[src/rtl/cpu_muldiv_unit_pkg.sv]
`default_nettype none
// +------------------------------------------------------------------------+
// | Package : cpu_muldiv_pkg                                               |
// | Purpose : Shared constants for the RV32M multiply/divide unit:         |
// |           funct3 op encodings, FSM state encodings, step count.        |
// | Rev     : 1.0  initial release                                         |
// +------------------------------------------------------------------------+
package cpu_muldiv_pkg;

  // funct3 encodings of the M extension
  localparam logic [2:0] MD_MUL    = 3'd0;
  localparam logic [2:0] MD_MULH   = 3'd1;
  localparam logic [2:0] MD_MULHSU = 3'd2;
  localparam logic [2:0] MD_MULHU  = 3'd3;
  localparam logic [2:0] MD_DIV    = 3'd4;
  localparam logic [2:0] MD_DIVU   = 3'd5;
  localparam logic [2:0] MD_REM    = 3'd6;
  localparam logic [2:0] MD_REMU   = 3'd7;

  // Iterations of the shared shift datapath
  localparam int MD_STEPS = 32;

  // FSM state encodings
  localparam logic [1:0] ST_IDLE = 2'd0;
  localparam logic [1:0] ST_RUN  = 2'd1;
  localparam logic [1:0] ST_FIX  = 2'd2;
  localparam logic [1:0] ST_DONE = 2'd3;

  typedef enum logic [1:0] {
    S_IDLE = ST_IDLE,
    S_RUN  = ST_RUN,
    S_FIX  = ST_FIX,
    S_DONE = ST_DONE
  } md_state_e;

endpackage : cpu_muldiv_pkg
`default_nettype wire

[src/rtl/cpu_muldiv_unit_if.sv]
`default_nettype none
// +------------------------------------------------------------------------+
// | Interface : cpu_muldiv_unit_if                                         |
// | Purpose   : Request/response bundle between the CPU and the mul/div    |
// |             unit.                                                      |
// | Signals   : start, op[2:0], a, b, kill  (CPU -> unit)                  |
// |             busy, done, result          (unit -> CPU)                  |
// | Modports  : master = CPU side, slave = mul/div unit side               |
// | Rev       : 1.0  initial release                                       |
// +------------------------------------------------------------------------+
interface cpu_muldiv_unit_if #(
  parameter int XLEN = 32
);
  logic            start;
  logic [2:0]      op;
  logic [XLEN-1:0] a;
  logic [XLEN-1:0] b;
  logic            kill;
  logic            busy;
  logic            done;
  logic [XLEN-1:0] result;

  modport master (
    output start, op, a, b, kill,
    input  busy, done, result
  );

  modport slave (
    input  start, op, a, b, kill,
    output busy, done, result
  );
endinterface : cpu_muldiv_unit_if
`default_nettype wire

[src/rtl/cpu_muldiv_unit.sv]
`default_nettype none
// +------------------------------------------------------------------------+
// | Module  : cpu_muldiv_unit                                              |
// | Purpose : Iterative RV32M multiply/divide. One shared 32-step shift    |
// |           datapath runs shift-add multiply (LSB first) or restoring    |
// |           divide (MSB first) on operand magnitudes; a FIX cycle        |
// |           applies sign correction and selects the output word.         |
// | Ports   : clk    - rising-edge clock                                   |
// |           rst_n  - asynchronous active-low reset                       |
// |           md_if  - slave side of cpu_muldiv_unit_if                    |
// |                    (start/op/a/b/kill in, busy/done/result out)        |
// | Rev     : 1.0  initial release                                         |
// +------------------------------------------------------------------------+
module cpu_muldiv_unit
  import cpu_muldiv_pkg::*;
#(
  parameter int XLEN = 32
) (
  input  logic              clk,
  input  logic              rst_n,
  cpu_muldiv_unit_if.slave  md_if
);

  localparam int               CW       = $clog2(MD_STEPS);
  localparam logic [CW-1:0]    CNT_LAST = CW'(MD_STEPS - 1);

  md_state_e         state_q;
  logic [2:0]        op_q;
  logic [CW-1:0]     cnt_q;
  // [2X:X] = product high / 33-bit remainder, [X-1:0] = multiplier / quotient
  logic [2*XLEN:0]   acc_q;
  logic [XLEN-1:0]   bval_q;   // raw b; magnitude is applied in the adder
  logic              bsub_q;   // b is a negative signed operand
  logic              neg_q;    // final result needs negation
  logic [XLEN-1:0]   result_q;
  logic              done_q;
  logic              busy_q;

  assign md_if.busy   = busy_q;
  assign md_if.done   = done_q;
  assign md_if.result = result_q;

  // ---------------- operand sign decode (IDLE) ----------------
  logic w_sa, w_sb, w_a_neg, w_b_neg, w_div_zero;

  assign w_sa = (md_if.op == MD_MULH) || (md_if.op == MD_MULHSU) ||
                (md_if.op == MD_DIV)  || (md_if.op == MD_REM);
  assign w_sb = (md_if.op == MD_MULH) || (md_if.op == MD_DIV) ||
                (md_if.op == MD_REM);
  assign w_a_neg    = w_sa & md_if.a[XLEN-1];
  assign w_b_neg    = w_sb & md_if.b[XLEN-1];
  assign w_div_zero = md_if.op[2] && (md_if.b == '0);

  // ---------------- iteration datapath (RUN) ----------------
  logic [XLEN-1:0] w_hi, w_lo;
  assign w_hi = acc_q[2*XLEN-1:XLEN];
  assign w_lo = acc_q[XLEN-1:0];

  // Multiply: adding |b| for a negative b is done as subtracting b
  // sign-extended to 33 bits, so no separate negation of b is needed.
  logic [XLEN:0] w_mul_sum;
  always_comb begin
    w_mul_sum = {1'b0, w_hi};
    if (acc_q[0]) begin
      if (bsub_q) w_mul_sum = {1'b0, w_hi} - {1'b1, bval_q};
      else        w_mul_sum = {1'b0, w_hi} + {1'b0, bval_q};
    end
  end

  // Divide: trial subtract of |b| from the shifted remainder. The extra
  // top bit keeps the difference's sign exact for any 32-bit divisor.
  logic [XLEN+1:0] w_div_sh, w_div_diff;
  logic            w_qbit;
  logic [XLEN:0]   w_rem_next;
  assign w_div_sh   = {acc_q[2*XLEN:XLEN], acc_q[XLEN-1]};
  assign w_div_diff = bsub_q ? (w_div_sh + {2'b11, bval_q})
                             : (w_div_sh - {2'b00, bval_q});
  assign w_qbit     = ~w_div_diff[XLEN+1];
  assign w_rem_next = w_qbit ? w_div_diff[XLEN:0] : w_div_sh[XLEN:0];

  logic [2*XLEN:0] w_acc_step;
  assign w_acc_step = op_q[2] ? {w_rem_next, w_lo[XLEN-2:0], w_qbit}
                              : {1'b0, w_mul_sum, w_lo[XLEN-1:1]};

  // ---------------- shared negate incrementer ----------------
  // IDLE: |a| = ~a + 1.  FIX: ~word + 1, except for a high product word,
  // where the carry out of the low word's negation is (lo == 0).
  logic            w_is_mulh;
  logic [XLEN-1:0] w_word, w_inc_in, w_inc, w_fix_res, w_a_mag;
  logic            w_inc_cin;

  assign w_is_mulh = !op_q[2] && (op_q != MD_MUL);
  assign w_word    = op_q[2] ? (op_q[1] ? w_hi : w_lo)
                             : ((op_q == MD_MUL) ? w_lo : w_hi);

  always_comb begin
    w_inc_in  = ~w_word;
    w_inc_cin = 1'b1;
    if (state_q == S_IDLE) begin
      w_inc_in  = ~md_if.a;
      w_inc_cin = 1'b1;
    end else if (w_is_mulh) begin
      w_inc_in  = ~w_hi;
      w_inc_cin = (w_lo == '0);
    end
  end

  assign w_inc     = w_inc_in + {{(XLEN-1){1'b0}}, w_inc_cin};
  assign w_fix_res = neg_q ? w_inc : w_word;
  assign w_a_mag   = w_a_neg ? w_inc : md_if.a;

  // ---------------- control FSM ----------------
  always_ff @(posedge clk or negedge rst_n) begin
    if (!rst_n) begin
      state_q  <= S_IDLE;
      op_q     <= '0;
      cnt_q    <= '0;
      acc_q    <= '0;
      bval_q   <= '0;
      bsub_q   <= 1'b0;
      neg_q    <= 1'b0;
      result_q <= '0;
      done_q   <= 1'b0;
      busy_q   <= 1'b0;
    end else begin
      done_q <= 1'b0;
      case (state_q)
        S_IDLE: begin
          if (md_if.start && !md_if.kill) begin
            op_q   <= md_if.op;
            bval_q <= md_if.b;
            bsub_q <= w_b_neg;
            // remainder follows the dividend; everything else the xor
            neg_q  <= (md_if.op[2] && md_if.op[1]) ? w_a_neg : (w_a_neg ^ w_b_neg);
            cnt_q  <= '0;
            acc_q  <= {{(XLEN+1){1'b0}}, w_a_mag};
            busy_q <= 1'b1;
            if (w_div_zero) begin
              result_q <= md_if.op[1] ? md_if.a : '1;
              done_q   <= 1'b1;
              state_q  <= S_DONE;
            end else begin
              state_q  <= S_RUN;
            end
          end
        end

        S_RUN: begin
          if (md_if.kill) begin
            state_q <= S_IDLE;
            busy_q  <= 1'b0;
          end else begin
            acc_q <= w_acc_step;
            cnt_q <= cnt_q + CW'(1);
            if (cnt_q == CNT_LAST) state_q <= S_FIX;
          end
        end

        S_FIX: begin
          if (md_if.kill) begin
            state_q <= S_IDLE;
            busy_q  <= 1'b0;
          end else begin
            result_q <= w_fix_res;
            done_q   <= 1'b1;
            state_q  <= S_DONE;
          end
        end

        S_DONE: begin
          state_q <= S_IDLE;
          busy_q  <= 1'b0;
        end

        default: begin
          state_q <= S_IDLE;
          busy_q  <= 1'b0;
        end
      endcase
    end
  end

endmodule : cpu_muldiv_unit
`default_nettype wire

[src/flat_wrapper.sv]
// flat-port wrapper written by rule: the top's interface ports become plain ports
module cpu_muldiv_unit_flat import cpu_muldiv_pkg::*;
#(
  parameter int XLEN = 32
)
  (clk, rst_n, md_if_start, md_if_op, md_if_a, md_if_b, md_if_kill, md_if_busy, md_if_done, md_if_result);
  cpu_muldiv_unit_if #(.XLEN(XLEN)) md_if_i ();
  input  logic clk;
  input  logic rst_n;
  input wire logic [$bits(md_if_i.start)-1:0] md_if_start;
  input wire logic [$bits(md_if_i.op)-1:0] md_if_op;
  input wire logic [$bits(md_if_i.a)-1:0] md_if_a;
  input wire logic [$bits(md_if_i.b)-1:0] md_if_b;
  input wire logic [$bits(md_if_i.kill)-1:0] md_if_kill;
  output wire logic [$bits(md_if_i.busy)-1:0] md_if_busy;
  output wire logic [$bits(md_if_i.done)-1:0] md_if_done;
  output wire logic [$bits(md_if_i.result)-1:0] md_if_result;
  assign md_if_i.start = md_if_start;
  assign md_if_i.op = md_if_op;
  assign md_if_i.a = md_if_a;
  assign md_if_i.b = md_if_b;
  assign md_if_i.kill = md_if_kill;
  assign md_if_busy = md_if_i.busy;
  assign md_if_done = md_if_i.done;
  assign md_if_result = md_if_i.result;
  cpu_muldiv_unit #(.XLEN(XLEN)) u_core (.clk(clk), .rst_n(rst_n), .md_if(md_if_i));
endmodule
[config.mk]
export PLATFORM = sky130hd
export DESIGN_NAME = cpu_muldiv_unit_flat
export DESIGN_NICKNAME = d
export VERILOG_FILES = /design/src/rtl/cpu_muldiv_unit_pkg.sv /design/src/rtl/cpu_muldiv_unit_if.sv /design/src/rtl/cpu_muldiv_unit.sv /design/src/flat_wrapper.sv
export SDC_FILE = /design/constraint.sdc
export NUM_CORES = 1
export LEC_CHECK = 0
export ABC_AREA = 1
export ABC_CLOCK_PERIOD_IN_PS = 7000
export CAP_MARGIN = 10
export CORE_ASPECT_RATIO = 0.75
export CORE_UTILIZATION = 55
export CTS_CLUSTER_SIZE = 25
export DETAILED_ROUTE_END_ITERATION = 10
export GPL_TIMING_DRIVEN = 0
export PLACE_DENSITY = 0.75
export SLEW_MARGIN = 15
export SYNTH_ARGS = -nofsm -noshare
export SYNTH_HDL_FRONTEND = slang
export SYNTH_SLANG_ARGS = --single-unit
[constraint.sdc]
create_clock -name clk -period 7 [get_ports clk]
set_input_delay 1.05 -clock clk [delete_from_list [all_inputs] [get_ports clk]]
set_output_delay 1.05 -clock clk [all_outputs]
set_load 0.03 [all_outputs]
==> flow_metrics.env <==
export IMPL_outcome="completed"
export IMPL_dieWidth_um=202
export IMPL_hpwl_mm=56.5
export IMPL_period_needed_ns=5.04
export IMPL_clk_pin_slew_worst_paths_ns=0.07
export IMPL_cp_required_ns=7.35
export IMPL_ant_nets=0
export IMPL_cts_buffers=17
export IMPL_synth_edf_count=0
export IMPL_die_h_um=152
export IMPL_dr_first_iter_drc_count=3282
export IMPL_ys_top_cells_by_area="dfrtp_1 (22%), nand2_1 (19%), a21oi_1 (9.0%)"
export IMPL_setup_viol=0
export IMPL_synth_seq_cells=143
export IMPL_via_per_inst=6.09
export IMPL_vias=20600
export IMPL_cts_tree="built"
export IMPL_ys_types=49
export IMPL_start_util=0.565
export IMPL_clk_latency_ns=0.46
export IMPL_die_area_sq_um=30800
export IMPL_wl_mm=69.6
export IMPL_drv_slew=0
export IMPL_grt_max_degree=74
export IMPL_postCtsSetupRepairBufs=0
export IMPL_max_freq_ghz=0.198
export IMPL_whs_ns=0.504
export IMPL_synthFlopType="dfrtp_1"
export IMPL_fp_row_count=54
export IMPL_fillers=2825
export IMPL_max_slew_worst_pin_slew_ns=0.973
export IMPL_hold_violations=0
export IMPL_rsz0062_at_grt="no"
export IMPL_post_route_util=0.638
export IMPL_drive_gt1_frac=0.0467
export IMPL_yosysSeqAreaShare=0.216
export IMPL_antenna_found_initial=2
export IMPL_synth_top_area_cell="dfrtp_1"
export IMPL_async_reset_ff_frac=1.00
export IMPL_wire_per_inst_um=20.6
export IMPL_core_area_sq_um=29300
export IMPL_end_kind="register"
export IMPL_crit_path_start_kind="register"
export IMPL_grt_pass1_vias=18600
export IMPL_cts_buffer_depth=2
export IMPL_clock_sinks=143
export IMPL_yosysTopAreaCellShare=0.216
export IMPL_critical_path_class="reg -> reg"
export IMPL_fin_skew_ns=0.0160
export IMPL_min_period_over_period=0.720
export IMPL_slew_headroom=0.351
export IMPL_postCtsHoldBufs=0
export IMPL_cts_repair_resized=0
export IMPL_overflow=0
export IMPL_max_cap_violations=0
export IMPL_root_buffer="clkbuf_16"
export IMPL_yosys_warnings=0
export IMPL_area_growth_pct=13.1
export IMPL_port_buffers=104
export IMPL_drcViolationCount=0
export IMPL_diodes=0
export IMPL_fin_nets=3128
export IMPL_arrival_ns=5.39
export IMPL_synth_commonest_cells="nand2_1 (835), nor2_1 (395), inv_1 (310), a21oi_1 (298), nand3_1 (241)"
export IMPL_drtPass1Iterations=6
export IMPL_cp_max_fo=10
export IMPL_htree_levels=4
export IMPL_synth_cells=2858
export IMPL_synth_area_sq_um=16600
export IMPL_avgSynthCellArea_sq_um=5.79
export IMPL_syn_nets=3004
export IMPL_num_io_pins=105
export IMPL_grt_pass1_wl_mm=104
export IMPL_post_synth_top_count_cell="nand2_1"
export IMPL_grt_total_usage=0.445
export IMPL_routabilityCongestion=1.11
export IMPL_min_path_type="reg -> reg"
## per-stage QoR
stage	TNS (ns)	setup slack (ns)	cell area, sq um	cells
after CTS	0	2.23	18700	3387
final	0	1.96	18700	3387
after floorplan	0	3.43	16600	2858
after global placement	-148.80	-1.06	18100	3354
after detailed placement	0	2.27	18100	3355
after global routing	0	1.65	18700	3387
## critical path, cell delays in order, from the launching register on
cell	delay, ns
dfrtp_1	0.42
inv_1	0.11
ha_1	0.21
nand3_1	0.18
nor3_1	0.32
nand2_1	0.10
nor4_1	0.28
nand3_1	0.15
nor2_1	0.20
a21oi_1	0.11
xnor2_1	0.54
inv_1	0.13
ha_1	0.34
inv_1	0.10
o21bai_1	0.09
nand3_1	0.07
nand2_1	0.07
a21oi_1	0.21
nor2_1	0.07
nor2_1	0.24
nand2_1	0.12
nand2_1	0.10
nand2_2	0.13
buf_4	0.22
nand2_1	0.13
nand3_1	0.11
nand2_1	0.09
nand2_1	0.05
## metal layers
layer	share of wire	track usage
met4	0.029	0.133
met1	0.42	0.640
met5	0.00020	0
met2	0.37	0.568
met3	0.18	0.220
## worst paths after layout
check / startpoint / end / slack [ns] / depth (start not counted)
max: u_core.bval_q[0]$_DFFE_PN0P_ / u_core.acc_q[49]$_DFFE_PN0P_ / 1.96 / 27
min: u_core.md_if.result[1]$_DFFE_PN0P_ / u_core.md_if.result[1]$_DFFE_PN0P_ / 0.50 / 2
max reg2reg: u_core.bval_q[0]$_DFFE_PN0P_ / u_core.acc_q[49]$_DFFE_PN0P_ / 1.96 / 27
min reg2reg: u_core.md_if.result[1]$_DFFE_PN0P_ / u_core.md_if.result[1]$_DFFE_PN0P_ / 0.50 / 2
max in group asynchronous: rst_n / u_core.acc_q[63]$_DFFE_PN0P_ / 5.61 / 2
min in group asynchronous: rst_n / u_core.acc_q[50]$_DFFE_PN0P_ / 0.54 / 1
## flip-flops by register name, summed over array words and instances (netlist names)
| register | count |
|---|---|
| u_core.cnt_q | 5 |
| u_core.bval_q | 32 |
| u_core.md_if.busy | 1 |
| u_core.op_q | 3 |
| u_core.md_if.result | 32 |
| u_core.md_if.done | 1 |
| u_core.state_q | 2 |
| u_core.neg_q | 1 |
| u_core.bsub_q | 1 |
| u_core.acc_q | 65 |
## final cells by class
type	count	area, sq um	share of cell area
well taps	392	490	0.0262
inverters	321	1210	0.0645
flip-flops and latches	143	3580	0.191
multi-input cells	2283	11200	0.600
clock buffers	18	429	0.0229
clock inverters	14	168	0.00896
plain buffers	111	538	0.0287
repair buffers	105	1070	0.0574
## cells by family after synthesis
family	after synthesis	synth area share
adders and majority gates	75	0.0576
xor gates and xnor gates	67	0.0354
DFF	143	0.216
muxes	1	0.000605
buffers and inverters	432	0.105
AOI/OAI and AO/OA	519	0.169
and+or+nand+nor	1621	0.416
## layout by cell type (no fill, tap or decap), types with 7 or more instances in the layout
master and instances:
a21o_1 18, a21oi_1 298, a31oi_1 10, buf_1 10, buf_2 13, buf_4 15
clkbuf_1 68, clkbuf_16 17, clkdlybuf4s50_1 103, dfrtp_1 143, ha_1 73, inv_1 310
inv_6 7, nand2_1 835, nand2_2 11, nand3_1 241, nand3b_1 15, nand4_1 18
nor2_1 395, nor2_2 20, nor2_4 19, nor3_1 28, nor4_1 19, o211ai_1 8
o21a_1 9, o21ai_0 131, o21ai_1 7, o21bai_1 15, or2_2 8, xnor2_1 13
xor2_1 54
Power is left out: the tool's default activity adds up to more than one toggle a clock period on the data nets, which glitch-free logic cannot reach.
